--- src/rtl/map_pkg.sv ---
// Shared constants and types for the tile map: geometry, scheduler states and requester ids.
// Used by the access scheduler, the map memory and the renderer.
package map_pkg;

  localparam int unsigned TILE_PX  = 60;
  localparam int unsigned COLS     = 14;
  localparam int unsigned ROWS     = 8;
  localparam int unsigned AW       = 3;

  // Pixel remainders cover an 11-bit x; quotients top out at COLS-1 = 13.
  localparam int unsigned REM_W    = 11;
  localparam int unsigned QUO_W    = 4;

  localparam int unsigned MAP_W_PX = COLS * TILE_PX;
  localparam int unsigned MAP_H_PX = ROWS * TILE_PX;

  typedef enum logic [2:0] {
    StIdle,
    StDiv,
    StRead,
    StWait,
    StDone
  } state_e;

  typedef enum logic {
    GntVid,
    GntCol
  } grant_e;

  function automatic logic px_in_range(input logic [REM_W-1:0] px, input int unsigned limit);
    return 32'(px) < limit;
  endfunction

endpackage

--- src/rtl/tile_divider.sv ---
// Iterative divide-by-TILE_PX for one axis: one subtraction per enabled cycle until the
// remainder drops below a tile edge.
module tile_divider
  import map_pkg::*;
(
  input  logic             clk,
  input  logic             reset,
  input  logic             start,
  input  logic             step,
  input  logic [REM_W-1:0] value,
  output logic [QUO_W-1:0] quotient,
  output logic [REM_W-1:0] remainder,
  output logic             done
);

  localparam logic [REM_W-1:0] TileEdge = REM_W'(TILE_PX);

  logic [REM_W-1:0] rem_q, rem_d;
  logic [QUO_W-1:0] quo_q, quo_d;

  assign done      = rem_q < TileEdge;
  assign quotient  = quo_q;
  assign remainder = rem_q;

  always_comb begin
    rem_d = rem_q;
    quo_d = quo_q;
    if (start) begin
      rem_d = value;
      quo_d = '0;
    end else if (step && !done) begin
      rem_d = rem_q - TileEdge;
      quo_d = quo_q + QUO_W'(1);
    end
  end

  always_ff @(posedge clk or posedge reset) begin
    if (reset) begin
      rem_q <= '0;
      quo_q <= '0;
    end else begin
      rem_q <= rem_d;
      quo_q <= quo_d;
    end
  end

endmodule

--- src/rtl/map_access_scheduler.sv ---
// Arbitrates the single-read-port tile map between the video row fetcher and the ant collision
// checker, converting pixel coordinates to tile indices and returning results with valid pulses.
module map_access_scheduler
  import map_pkg::*;
(
  input  logic            clk,
  input  logic            reset,
  input  logic            vid_req,
  input  logic [8:0]      vid_row,
  output logic            vid_ack,
  output logic            vid_valid,
  output logic [COLS-1:0] vid_tiles,
  input  logic            col_req,
  input  logic [10:0]     col_x,
  input  logic [10:0]     col_y,
  output logic            col_ack,
  output logic            col_valid,
  output logic            col_tile,
  output logic            mem_rd,
  output logic [AW-1:0]   mem_addr,
  input  logic [COLS-1:0] mem_data,
  output logic            busy
);

  state_e          state_q, state_d;
  grant_e          last_q, last_d;
  grant_e          cur_q, cur_d;
  logic [COLS-1:0] vid_tiles_q, vid_tiles_d;
  logic            col_tile_q, col_tile_d;

  logic             grant_vid, grant_col;
  logic             vid_in_range, col_in_range;
  logic             div_start, div_step;
  logic [REM_W-1:0] div_x_value, div_y_value;
  logic [QUO_W-1:0] quo_x, quo_y;
  logic [REM_W-1:0] rem_x, rem_y;
  logic             done_x, done_y;
  logic [QUO_W-1:0] tile_idx;

  // On a tie the requester that did not win last time goes first; reset leaves COL as last.
  always_comb begin
    grant_vid = (state_q == StIdle) && !reset && vid_req && (!col_req || last_q == GntCol);
    grant_col = (state_q == StIdle) && !reset && col_req && (!vid_req || last_q == GntVid);
  end

  assign vid_in_range = px_in_range(REM_W'(vid_row), MAP_H_PX);
  assign col_in_range = px_in_range(col_x, MAP_W_PX) && px_in_range(col_y, MAP_H_PX);

  // Video only needs the row index; the x divider is parked at zero so it reports done at once.
  assign div_x_value = grant_col ? col_x : '0;
  assign div_y_value = grant_col ? col_y : REM_W'(vid_row);
  assign div_step    = (state_q == StDiv);

  tile_divider u_div_x (
    .clk       (clk),
    .reset     (reset),
    .start     (div_start),
    .step      (div_step),
    .value     (div_x_value),
    .quotient  (quo_x),
    .remainder (rem_x),
    .done      (done_x)
  );

  tile_divider u_div_y (
    .clk       (clk),
    .reset     (reset),
    .start     (div_start),
    .step      (div_step),
    .value     (div_y_value),
    .quotient  (quo_y),
    .remainder (rem_y),
    .done      (done_y)
  );

  // Bit COLS-1 of a map word is the leftmost column.
  assign tile_idx = QUO_W'(COLS - 1) - quo_x;

  always_comb begin
    state_d     = state_q;
    last_d      = last_q;
    cur_d       = cur_q;
    vid_tiles_d = vid_tiles_q;
    col_tile_d  = col_tile_q;
    div_start   = 1'b0;
    unique case (state_q)
      StIdle: begin
        if (grant_vid) begin
          last_d = GntVid;
          cur_d  = GntVid;
          if (vid_in_range) begin
            div_start = 1'b1;
            state_d   = StDiv;
          end else begin
            vid_tiles_d = '0;
            state_d     = StDone;
          end
        end else if (grant_col) begin
          last_d = GntCol;
          cur_d  = GntCol;
          if (col_in_range) begin
            div_start = 1'b1;
            state_d   = StDiv;
          end else begin
            // Off-map counts as solid so ants cannot walk out of the world.
            col_tile_d = 1'b1;
            state_d    = StDone;
          end
        end
      end
      StDiv: begin
        if (done_x && done_y) begin
          state_d = StRead;
        end
      end
      StRead: begin
        state_d = StWait;
      end
      StWait: begin
        if (cur_q == GntVid) begin
          vid_tiles_d = mem_data;
        end else begin
          col_tile_d = mem_data[tile_idx];
        end
        state_d = StDone;
      end
      StDone: begin
        state_d = StIdle;
      end
      default: begin
        state_d = StIdle;
      end
    endcase
  end

  always_ff @(posedge clk or posedge reset) begin
    if (reset) begin
      state_q     <= StIdle;
      last_q      <= GntCol;
      cur_q       <= GntVid;
      vid_tiles_q <= '0;
      col_tile_q  <= 1'b0;
    end else begin
      state_q     <= state_d;
      last_q      <= last_d;
      cur_q       <= cur_d;
      vid_tiles_q <= vid_tiles_d;
      col_tile_q  <= col_tile_d;
    end
  end

  assign vid_ack   = grant_vid;
  assign col_ack   = grant_col;
  assign vid_valid = (state_q == StDone) && (cur_q == GntVid);
  assign col_valid = (state_q == StDone) && (cur_q == GntCol);
  assign vid_tiles = vid_tiles_q;
  assign col_tile  = col_tile_q;
  assign mem_rd    = (state_q == StRead);
  assign mem_addr  = (state_q == StRead) ? quo_y[AW-1:0] : '0;
  assign busy      = (state_q != StIdle);

  // Remainders are only needed inside the dividers; qy never exceeds ROWS-1 after the range check.
  logic unused_div;
  assign unused_div = ^{rem_x, rem_y, quo_y[QUO_W-1]};

endmodule
--- config.mk ---
export PLATFORM = sky130hd
export DESIGN_NAME = map_access_scheduler
export DESIGN_NICKNAME = d
export VERILOG_FILES = /design/src/rtl/map_pkg.sv /design/src/rtl/tile_divider.sv /design/src/rtl/map_access_scheduler.sv
export SDC_FILE = /design/constraint.sdc
export NUM_CORES = 1
export LEC_CHECK = 0
export BUFFER_PORTS_ARGS = -buffer_cell sky130_fd_sc_hd__buf_2
export CAP_MARGIN = 20
export CORE_ASPECT_RATIO = 0.9
export CORE_MARGIN = 5
export CORE_UTILIZATION = 55
export CTS_CLUSTER_SIZE = 20
export DETAILED_ROUTE_END_ITERATION = 12
export GPL_TIMING_DRIVEN = 0
export HOLD_SLACK_MARGIN = 0.02
export PLACE_DENSITY = 0.83
export SYNTH_ARGS = -nofsm -noshare
export SYNTH_HDL_FRONTEND = slang
export SYNTH_SLANG_ARGS = --single-unit
--- constraint.sdc ---
create_clock -name clk -period 3.53 [get_ports clk]
set_input_delay 0.706 -clock clk [delete_from_list [all_inputs] [get_ports clk]]
set_output_delay 0.706 -clock clk [all_outputs]
set_load 0.01 [all_outputs]
==> metrics.md <==
| Metric | Value |
|---|---|
| Status | `finished, final reports clean` |
| Final setup fails | `0` |
| FP Rows | `24` |
| CP top delay family | `buffers and inverters` |
| # diodes | `0` |
| Async set-reset flop share out of synthesis | `1.00` |
| Clock Pin Slew Worst Setup and Hold Paths | `0.10 ns` |
| Post-DP HPWL | `4890 um` |
| PnR worst setup slack | `0.483 ns` |
| Flop pwr share | `0.391` |
| Flops & latches, synth | `45` |
| Comb pwr share | `0.400` |
| Avg WL per Cell | `15.7 um` |
| GR Overflow Total | `0` |
| Core Util, Final | `0.681` |
| Metal-1 WL | `2900 um` |
| Avg Inst Size Synth | `9.64 sq um` |
| First-pass GRT wire length | `10900 um` |
| Chip height | `76.2 um` |
| Cells after DPL | `410` |
| Sink Count | `45` |
| Final net count | `407` |
| DR DRC count | `0` |
| Final Cycle Share | `0.863` |
| Yosys warning total | `0` |
| Met2 WL | `2990 um` |
| Fmax achieved | `328 MHz` |
| Slew Viols, Final | `0` |
| CTS H-Tree Depth | `2` |
| Fraction of power spent switching nets | `0.374` |
| PwrDens | `708 mW/mm^2` |
| Switching power | `0.860 mW` |
| Crit. End Element | `primary output` |
| Crit-path slowest cell | `a2111oi_4` |
| Total CTS buffers | `5` |
| Die width | `83.6 um` |
| DR vias | `2459` |
| Area growth syn-to-layout | `21.2%` |
| Clock latency on the worst-skew pair | `0.31 ns` |
| Initial Util | `0.561` |
| Fin cells | `418` |
| GPL Wtd Cong | `0.853` |
| RSZ-0062 raised after global routing | `no` |
| Unique masters post-synth | `59` |
| Worst-path fanout max | `10` |
| Fill cell count | `380` |
| CTS resizes | `0` |
| PortBufs | `66` |
| Post-synth top area cell | `dfrtp_1` |
| Worst path arrival time | `2.34 ns` |
| Kind of critical path | `reg -> out` |
| Via density per instance | `5.88` |
| Largest cells by area after synthesis | `dfrtp_1, nand2_1, nand3_1, mux2i_1, xor2_1` |
| Synth Cell Area | `0.00268 sq mm` |
| Worst slew pin tran | `0.720 ns` |
| Final Hold Vio Count | `0` |
| Setup TNS after final layout | `0 ns` |
| Startpoint Class | `flop` |
| Final wirelength | `6570 um` |
| CTS root buf | `clkbuf_8` |
| Sequential cell area | `0.00113 sq mm` |
| Power share of the clock group | `0.208` |
| Max_cap viols | `0` |
| Core ar. | `0.00477 sq mm` |
| Max incr delay on CP | `0.51 ns` |
| Initial antenna violation count | `0` |
| I/O Pins | `73` |
| WL met3 | `635 um` |
| Antenna-violating nets left | `0` |
| Initial DRC count | `173` |
| Place WS | `0.816 ns` |
| Slew headroom | `0.516` |
| Bufs and invs on worst path | `4` |
| CP required | `2.82 ns` |
| DR top layer | `met4` |
| Synth Flop Type | `dfrtp_1` |
| Layout cell share with drive strength beyond 1 | `0.283` |
| Sequential area share after synthesis | `0.421` |
| Crit-path cells | `clkbuf_1 -> or3_4 -> buf_6 -> a2111oi_4 -> buf_4 -> buf_2` |
| First-pass DRT Iterations | `5` |
| Vias in the first global route | `2280` |
| Min Clock Period, post-route | `3.05 ns` |
| Internal power | `1.44 mW` |
| Largest net degree at the start of global routing | `35` |
| Hold Path Class | `in -> async` |
| Final worst clock skew | `0.0112 ns` |
| Leakage power | `1.58 nW` |
| Number of buffers added for setup after CTS | `0` |
| TritonCTS clock tree | `yes` |
| Number of enable flip-flop cells after synthesis | `0` |
| Post-synth top area share | `0.411` |
| Peak VDD IR | `0.349 mV` |
| GRT Util Overall | `0.207` |
| Die area | `0.00637 sq mm` |
| Gate Count Post-Synth | `278` |
| Syn nets | `333` |
| Multi-input gate area | `0.00145 sq mm` |
| CTS Hold Bufs | `0` |
| Clk buf depth | `2` |
-- sequential cells by signal, indices dropped and copies added, names as in the netlist --
register / cells
vid_tiles: 14
u_div_x.remainder: 9
u_div_y.remainder: 9
u_div_x.quotient: 4
state_q: 3
u_div_y.quotient: 3
col_tile: 1
cur_q: 1
last_q: 1
-- layout by cell type, fill, tap and decap left out, types with 2 or more instances in the layout --
master	instances
and3_1	2
buf_4	3
buf_6	3
clkbuf_8	5
mux2i_1	10
clkbuf_1	4
nor3_1	5
nor4_1	3
nand4_1	10
dfrtp_1	44
a32oi_1	2
nand3_1	23
a2bb2oi_1	3
nor3b_1	3
o22ai_1	2
a21o_1	2
mux4_2	3
a31oi_1	3
nand2_1	52
or3_1	3
o21ai_1	9
xor2_1	10
and2_1	3
a221o_1	3
ha_1	6
mux2_2	3
bufinv_16	2
o21ai_0	5
nand3b_1	3
buf_2	67
a21oi_1	8
nor2_1	15
inv_1	2
xnor2_1	2
-- power by group through the flow --
stage          clock, mW  combinational (mW)  sequential (mW)
4_1_cts            0.482               0.922            0.895
3_3_place_gp           0               0.870            0.888
2_1_floorplan          0               0.712            0.867
6_report           0.479               0.920            0.900
3_5_place_dp           0               0.913            0.902
5_1_grt            0.503                1.04            0.923
-- routing by layer --
metal / up-vias / global-route usage
li1: 1161 / -
met1: 1176 / 0.290
met2: 118 / 0.321
met3: 4 / 0.0573
met4: 0 / 0.0498
met5: - / 0
-- synthesized netlist by cell type (4+ instances only) --
cell	number
o21ai_0	5
dfrtp_1	44
mux2i_1	10
o21ai_1	9
ha_1	6
a21oi_1	8
nor3_1	5
clkbuf_1	4
nand3_1	23
nor2_1	15
nand2_1	52
nand4_1	10
xor2_1	10
-- cell type report --
class	count	share of cell area
inverter	3	0.00347
multi-input combinational	217	0.445
sequential	45	0.347
tap	65	0.0250
buffer	13	0.0293
timing repair buffer	67	0.108
clock inverter	3	0.0212
clock buffer	5	0.0212
-- per-stage QoR --
stage | power (mW) | instance area, sq um | hold WS, ns
6_report | 2.30 | 3250 | 0.405
3_5_place_dp | 1.81 | 3110 | 0.451
4_1_cts | 2.30 | 3250 | 0.408
3_3_place_gp | 1.76 | 3090 | 0.444
5_1_grt | 2.47 | 3250 | 0.420
2_1_floorplan | 1.58 | 2680 | 0.497
-- final timing paths --
kind / end / start / cells after the start / slack (ns)
setup reg to reg: u_div_y.remainder[3] / state_q[2] / 7 / 0.99
hold / removal: cur_q / reset / 2 / 0.40
hold reg to reg: vid_tiles[13] / vid_tiles[13] / 2 / 0.47
setup / recovery: col_ack / state_q[2] / 6 / 0.48
max in group asynchronous: u_div_y.remainder[6] / reset / 3 / 2.65
min in group clk: vid_tiles[13] / vid_tiles[13] / 2 / 0.47
-- cells by family after synthesis --
kind of cell             synth area share
buffers and inverters              0.0397
XOR/XNOR                           0.0392
adder cells (fa/ha/maj)            0.0280
multiplexers                       0.0794
AND/OR/NAND/NOR                     0.244
flip-flops                          0.421
AO/OA/AOI/OAI                       0.149
Power figures use the tool's default switching activity.
